### src/rtl/dds_pkg.sv
// Shared types and constants for the sweep-DDS phase generator.
package dds_pkg;

    typedef enum logic [1:0] {
        IDLE = 2'd0,
        RUN  = 2'd1,
        HOLD = 2'd2
    } state_t;

    localparam logic [1:0] MODE_ONESHOT = 2'b00;
    localparam logic [1:0] MODE_SAW     = 2'b01;
    localparam logic [1:0] MODE_TRI     = 2'b10;

    // Mode 11 is an alias of one-shot.
    function automatic logic is_oneshot(input logic [1:0] mode);
        return (mode == MODE_ONESHOT) || (mode == 2'b11);
    endfunction

endpackage

### src/rtl/dds_phase_acc.sv
// Phase accumulator with synchronous clear and registered, offset ROM address.
module dds_phase_acc #(
    parameter int ACC_W  = 32,
    parameter int FW_W   = 24,
    parameter int ADDR_W = 14
) (
    input  logic              clk_wave,
    input  logic              sys_rst,
    input  logic              i_clear,
    input  logic [FW_W-1:0]   i_fword,
    input  logic [ADDR_W-1:0] i_phase_off,
    output logic [ADDR_W-1:0] o_addr
);

    logic [ACC_W-1:0]  r_acc;
    logic [ADDR_W-1:0] r_addr;
    logic [ACC_W-1:0]  w_fword_ext;

    assign w_fword_ext = ACC_W'(i_fword);

    // Accumulate the frequency word every cycle; a sweep start restarts phase at zero.
    always_ff @(posedge clk_wave or negedge sys_rst) begin
        if (!sys_rst) begin
            r_acc <= '0;
        end else if (i_clear) begin
            r_acc <= '0;
        end else begin
            // NOTE: non-blocking so every register samples pre-edge values; blocking here would race the addr register below.
            r_acc <= r_acc + w_fword_ext;
        end
    end

    // Address is the top accumulator bits plus offset, wrapping modulo 2^ADDR_W.
    always_ff @(posedge clk_wave or negedge sys_rst) begin
        if (!sys_rst) begin
            r_addr <= '0;
        end else begin
            r_addr <= r_acc[ACC_W-1 -: ADDR_W] + i_phase_off;
        end
    end

    assign o_addr = r_addr;

endmodule

### src/rtl/dds_sweep_gen.sv
// Sweep-DDS phase generator: sweep FSM, dwell timer, step/clamp arithmetic, config latches.
module dds_sweep_gen #(
    parameter int ACC_W   = 32,
    parameter int FW_W    = 24,
    parameter int ADDR_W  = 14,
    parameter int DWELL_W = 16
) (
    input  logic               clk_wave,
    input  logic               sys_rst,
    input  logic               start,
    input  logic               stop,
    input  logic [1:0]         mode,
    input  logic [FW_W-1:0]    f_start,
    input  logic [FW_W-1:0]    f_stop,
    input  logic [FW_W-1:0]    f_step,
    input  logic [DWELL_W-1:0] dwell,
    input  logic [ADDR_W-1:0]  phase_off,
    output logic [ADDR_W-1:0]  addr,
    output logic [FW_W-1:0]    fword,
    output logic               busy,
    output logic               done,
    output logic               step_tick
);

    import dds_pkg::*;

    state_t             r_state, w_state_nxt;
    logic [1:0]         r_mode;
    logic [FW_W-1:0]    r_f_start, r_f_stop, r_f_step, r_fword;
    logic [DWELL_W-1:0] r_dwell, r_dwell_cnt;
    logic               r_dir_up, r_at_end, r_done, r_step_tick;

    logic               w_busy, w_load, w_step;
    logic               w_turn, w_restart, w_eff_up, w_arrive, w_done_nxt;
    logic [FW_W-1:0]    w_eff_start, w_eff_stop, w_fword_nxt;
    logic [FW_W:0]      w_sum, w_diff;

    // State register.
    always_ff @(posedge clk_wave or negedge sys_rst) begin
        if (!sys_rst) r_state <= IDLE;
        else          r_state <= w_state_nxt;
    end

    // Next state: stop always wins; one-shot parks in HOLD on endpoint arrival.
    always_comb begin
        // NOTE: default first so every path assigns w_state_nxt and no latch is inferred.
        w_state_nxt = r_state;
        if (stop) begin
            w_state_nxt = IDLE;
        end else begin
            unique case (r_state)
                IDLE:    if (start) w_state_nxt = RUN;
                RUN:     if (w_step && w_done_nxt && is_oneshot(r_mode)) w_state_nxt = HOLD;
                HOLD:    if (start) w_state_nxt = RUN;
                default: w_state_nxt = IDLE;
            endcase
        end
    end

    // FSM outputs: busy, config load on accepted start, step strobe on dwell expiry.
    always_comb begin
        w_busy = (r_state == RUN);
        w_load = start && !stop && (r_state != RUN);
        w_step = w_busy && !stop && (r_dwell_cnt == r_dwell);
    end

    // Step arithmetic in FW_W+1 bits; a triangle turnaround swaps endpoints before stepping.
    always_comb begin
        w_turn      = r_at_end && (r_mode == MODE_TRI);
        w_restart   = r_at_end && (r_mode == MODE_SAW);
        w_eff_up    = r_dir_up ^ w_turn;
        w_eff_start = w_turn ? r_f_stop  : r_f_start;
        w_eff_stop  = w_turn ? r_f_start : r_f_stop;
        w_sum       = {1'b0, r_fword} + {1'b0, r_f_step};
        w_diff      = {1'b0, r_fword} - {1'b0, r_f_step};
        w_arrive    = (r_f_step == '0) ||
                      (w_eff_up ? (w_sum >= {1'b0, w_eff_stop})
                                : (w_diff[FW_W] || (w_diff[FW_W-1:0] <= w_eff_stop)));
        if (w_restart)     w_fword_nxt = r_f_start;
        else if (w_arrive) w_fword_nxt = w_eff_stop;
        else if (w_eff_up) w_fword_nxt = w_sum[FW_W-1:0];
        else               w_fword_nxt = w_diff[FW_W-1:0];
        w_done_nxt  = w_arrive && !w_restart;
    end

    // Config latches, frequency word, dwell counter and the done/step_tick pulses.
    always_ff @(posedge clk_wave or negedge sys_rst) begin
        if (!sys_rst) begin
            // NOTE: config latches are reset as well, so no X ever reaches the step logic before the first start.
            r_mode      <= MODE_ONESHOT;
            r_f_start   <= '0;
            r_f_stop    <= '0;
            r_f_step    <= '0;
            r_dwell     <= '0;
            r_dir_up    <= 1'b1;
            r_at_end    <= 1'b0;
            r_fword     <= '0;
            r_dwell_cnt <= '0;
            r_done      <= 1'b0;
            r_step_tick <= 1'b0;
        end else begin
            r_done      <= 1'b0;
            r_step_tick <= 1'b0;
            if (w_load) begin
                r_mode      <= mode;
                r_f_start   <= f_start;
                r_f_stop    <= f_stop;
                r_f_step    <= f_step;
                r_dwell     <= dwell;
                r_dir_up    <= (f_stop >= f_start);
                r_at_end    <= 1'b0;
                r_fword     <= f_start;
                r_dwell_cnt <= '0;
                r_step_tick <= 1'b1;
            end else if (w_step) begin
                r_f_start   <= w_eff_start;
                r_f_stop    <= w_eff_stop;
                r_dir_up    <= w_eff_up;
                r_at_end    <= w_done_nxt;
                r_fword     <= w_fword_nxt;
                r_dwell_cnt <= '0;
                r_done      <= w_done_nxt;
                r_step_tick <= 1'b1;
            end else if (w_busy && !stop) begin
                r_dwell_cnt <= r_dwell_cnt + DWELL_W'(1);
            end
        end
    end

    dds_phase_acc #(
        .ACC_W  (ACC_W),
        .FW_W   (FW_W),
        .ADDR_W (ADDR_W)
    ) u_phase_acc (
        .clk_wave    (clk_wave),
        .sys_rst     (sys_rst),
        .i_clear     (w_load),
        .i_fword     (r_fword),
        .i_phase_off (phase_off),
        .o_addr      (addr)
    );

    assign fword     = r_fword;
    assign busy      = w_busy;
    assign done      = r_done;
    assign step_tick = r_step_tick;

endmodule

### config.mk
export PLATFORM = sky130hd
export DESIGN_NAME = dds_sweep_gen
export DESIGN_NICKNAME = d
export VERILOG_FILES = /design/src/rtl/dds_pkg.sv /design/src/rtl/dds_phase_acc.sv /design/src/rtl/dds_sweep_gen.sv
export SDC_FILE = /design/constraint.sdc
export NUM_CORES = 1
export LEC_CHECK = 0
export BUFFER_PORTS_ARGS = -buffer_cell sky130_fd_sc_hd__buf_4
export CAP_MARGIN = 10
export CORE_UTILIZATION = 55
export CTS_CLUSTER_DIAMETER = 200
export DETAILED_ROUTE_END_ITERATION = 16
export HOLD_SLACK_MARGIN = 0.03
export PLACE_DENSITY = 0.79
export SYNTH_ARGS = -nofsm -noshare
export SYNTH_HDL_FRONTEND = slang
export SYNTH_HIERARCHICAL = 1
export SYNTH_SLANG_ARGS = --single-unit
### constraint.sdc
create_clock -name clk_wave -period 12.57 [get_ports clk_wave]
set_clock_uncertainty 0.05 [all_clocks]
set_input_delay 1.8855 -clock clk_wave [delete_from_list [all_inputs] [get_ports clk_wave]]
set_output_delay 1.8855 -clock clk_wave [all_outputs]
set_load 0.05 [all_outputs]
==> impl_metrics.csv <==
group,metric,value,unit
route,drc,0,
clock_network,path_clk_slew,90,ps
critical_path,crit_type,"flip-flop to flip-flop",
route,dr.pass1.iters,7,
sta,max_slew.worst_pin.slew,1176,ps
synth,syn_area_per_cell,8.623,um2
global_routing,grt_start_max_net_pins,112,
synth,ys_ff_latch,182,
sta,rsz0062_at_grt,"no",
power_and_ir_drop,vdd.ir_drop.worst,128.7,uV
placed_design,place_ws,7165,ps
critical_path,max_stage_delay,530,ps
placed_design,dp_hpwl,32.35,mm
critical_path,startpoint,"fword[5]",
route,wl,42.87,mm
run,drv_cap,0,
synth,async_flop_share,100.0,%
power_and_ir_drop,p_int,1.962,mW
finish,final_common_cell,"nand2_1",
die,start_util,55.85,%
critical_path,slowest_stage,"o31ai_1",
placed_design,post-place-cells,2102,
sta,setup-tns-final,0,ps
critical_path,cp.arrival,5890,ps
die,io_pins,149,
route,avgRoutedWirePerCell,20.09,um
sta,finalMaxSlewViolations,0,
finish,final_layout_size_suffix_gt1_share,12.73,%
power_and_ir_drop,power_frac_seq,23.3,%
route,drt_iter0_drc,1071,
power_and_ir_drop,p_per_area,233.2,nW/um2
synth,syn_inst,1683,
critical_path,crit_path_start_kind,"flip-flop",
critical_path,required,12890,ps
global_routing,grt_pass1_vias,12750,
clock_network,cts_made_buffers,17,
synth,syn-cell-area,14510,um2
clock_network,cts.sinks,182,
clock_network,cts_tree,"done",
finish,syn2layout_area_growth,13.10,%
min_path,min-delay-start,"u_phase_acc/r_acc[18]",
clock_network,cts_root_buf,"clkbuf_16",
synth,synth_warnings,6,
finish,final_cell_mix,"nand2_1, dfrtp_1, ha_1, buf_4, nor2_1",
sta,setup_viol,0,
power_and_ir_drop,p_sw,1.866,mW
power_and_ir_drop,p_leak,7.796,nW
route,vias,13070,
finish,finalNonFillerCells,2134,
sta,setup_ws,6999,ps
clock_network,clk_path_buf_depth,2,
synth,synth_seq_area_share,31.39,%
sta,fmax,179.5,MHz
die,core_area,25980,um2
die,dieArea,27040,um2
clock_network,clk-insertion-delay-late,450,ps
finish,fin_nets,2058,
synth,synth_edf_count,0,
synth,ys_dominant_reg_cell,"dfrtp_1",
global_routing,grt-ovfl-total,0,
power_and_ir_drop,switching_share,48.75,%
synth,synthesis.nets,1955,
clock_network,cts_resized,0,
route,viasPerCell,6.124,
route,ant_nets,0,
finish,post-route-util,63.16,%
global_routing,grt_pass1_wl,68.18,mm
critical_path,path_cells,"ha_1 > inv_1 > o32a_1 > a31oi_1 > o211a_1 > o21ai_0 > o31ai_1 > xor2_1 > ha_1 > nand3_1 > nor4_1 > o21a_1 > a211oi_1 > a221o_1 > nand2_4 > mux2_2 > a21oi_1",
die,die_x,164.4,um
critical_path,cp-end-kind,"flip-flop",
critical_path,worstReg2RegStart,"fword[5]",
power_and_ir_drop,combPwrFrac,61.9,%
finish,antennaDiodeCount,0,
placed_design,place.gp.congestion,0.9302,
min_path,worstHoldPathType,"flip-flop to flip-flop",
clock_network,postCtsHoldBufs,0,
sta,post-route-min-period,5571,ps
sta,finalHoldViolations,0,
sta,period_share,44.32,%
critical_path,timing.critical_path.mode_cell,"ha_1",
clock_network,h-tree-depth,4,
global_routing,track_usage,32.69,%
clock_network,cts_setup_buffers,0,
die,rows,59,
die,dieHeight,164.4,um
synth,synth_cell_type_count,90,
status,status,"finished clean",
sta,relSlewSlack,21.51,%
placed_design,port_buffers,148,
critical_path,cp_max_fo,17,
global_routing,antenna_found_initial,1,
power_and_ir_drop,p_clk_share,14.7,%
## layer usage
metal	up-vias	global-route usage, %	wire [um]
li1	6243	-	-
met1	6232	42.10	17910
met2	497	54.81	20700
met3	95	5.374	2719
met4	2	12.80	1535
met5	-	0	10
## stage by stage
| step | hold slack (ps) | power (mW) | area [um2] |
|---|---|---|---|
| after floorplan | 410.5 | 2.643 | 14510 |
| after global placement | 433.3 | 3.167 | 15800 |
| after detailed placement | 444.8 | 3.213 | 15800 |
| after CTS | 463.1 | 3.801 | 16410 |
| after global routing | 476.1 | 4.124 | 16410 |
| final | 454.0 | 3.828 | 16410 |
## worst max-delay path, delay by kind of cell, from the launching register on
| kind | cells | cell delay (ps) |
|---|---|---|
| AO/OA/AOI/OAI | 9 | 2700 |
| XOR/XNOR | 1 | 140 |
| adder cells (fa/ha/maj) | 2 | 790 |
| buffers and inverters | 1 | 170 |
| flip-flops | 1 | 480 |
| multiplexers | 1 | 360 |
| AND/OR/NAND/NOR | 3 | 790 |
## flip-flops by register name, summed over array words and instances (netlist names)
register and count:
r_f_stop 24, r_f_start 24, done 1, r_state 2, r_dir_up 1, r_at_end 1
u_phase_acc/o_addr 14, u_phase_acc/r_acc 32, r_dwell_cnt 16, step_tick 1, r_f_step 24, r_dwell 16
r_mode 2, fword 24
## power groups by stage
stage,combinational [mW],clock [mW],sequential (mW)
2_1_floorplan,1.66,0,0.986
3_3_place_gp,2.27,0,0.893
3_5_place_dp,2.31,0,0.899
4_1_cts,2.34,0.570,0.890
5_1_grt,2.62,0.593,0.907
6_report,2.37,0.564,0.893
## cell families after synthesis
logic type | Yosys count | share of synthesized area (%)
AO/OA/AOI/OAI | 459 | 21.76
XOR/XNOR | 105 | 6.466
adder cells (fa/ha/maj) | 164 | 14.35
buffers and inverters | 171 | 4.811
flip-flops | 182 | 31.39
multiplexers | 58 | 4.052
AND/OR/NAND/NOR | 544 | 17.17
## cell type report
type | count | area (um2)
inverters | 98 | 370.4
well taps | 335 | 419.2
repair buffers | 157 | 1185
flip-flops and latches | 182 | 4556
clock inverters | 14 | 172.7
multi-input cells | 1330 | 9271
clock buffers | 18 | 439.2
fillers | 2206 | 9572
## cells in the mapped netlist (19+ instances only)
library cell	instances	share of area, %
xor2_1	49	3.0
nand4_1	30	1.3
nand2_1	218	5.6
ha_1	160	14
o21a_1	22	1.1
o211ai_1	41	2.1
a22oi_1	19	0.98
o21ai_0	82	2.8
inv_1	96	2.5
xnor2_1	55	3.3
clkbuf_1	43	1.1
a21oi_1	110	3.8
mux2i_1	52	3.6
nor3_1	29	1.0
dfrtp_1	181	31
nand3_1	28	0.97
a21o_1	42	2.2
nor2_1	140	3.6
## worst paths after layout
path / end / slack, ps / cells past startpoint
max: fword[12] / 7000 / 17
min: u_phase_acc/o_addr[0] / 450 / 1
max reg2reg: fword[12] / 7000 / 17
min reg2reg: u_phase_acc/o_addr[0] / 450 / 1
max in group asynchronous: r_f_stop[1] / 9470 / 2
min in group asynchronous: u_phase_acc/o_addr[3] / 1500 / 1
(Power assumes the default switching activity.)
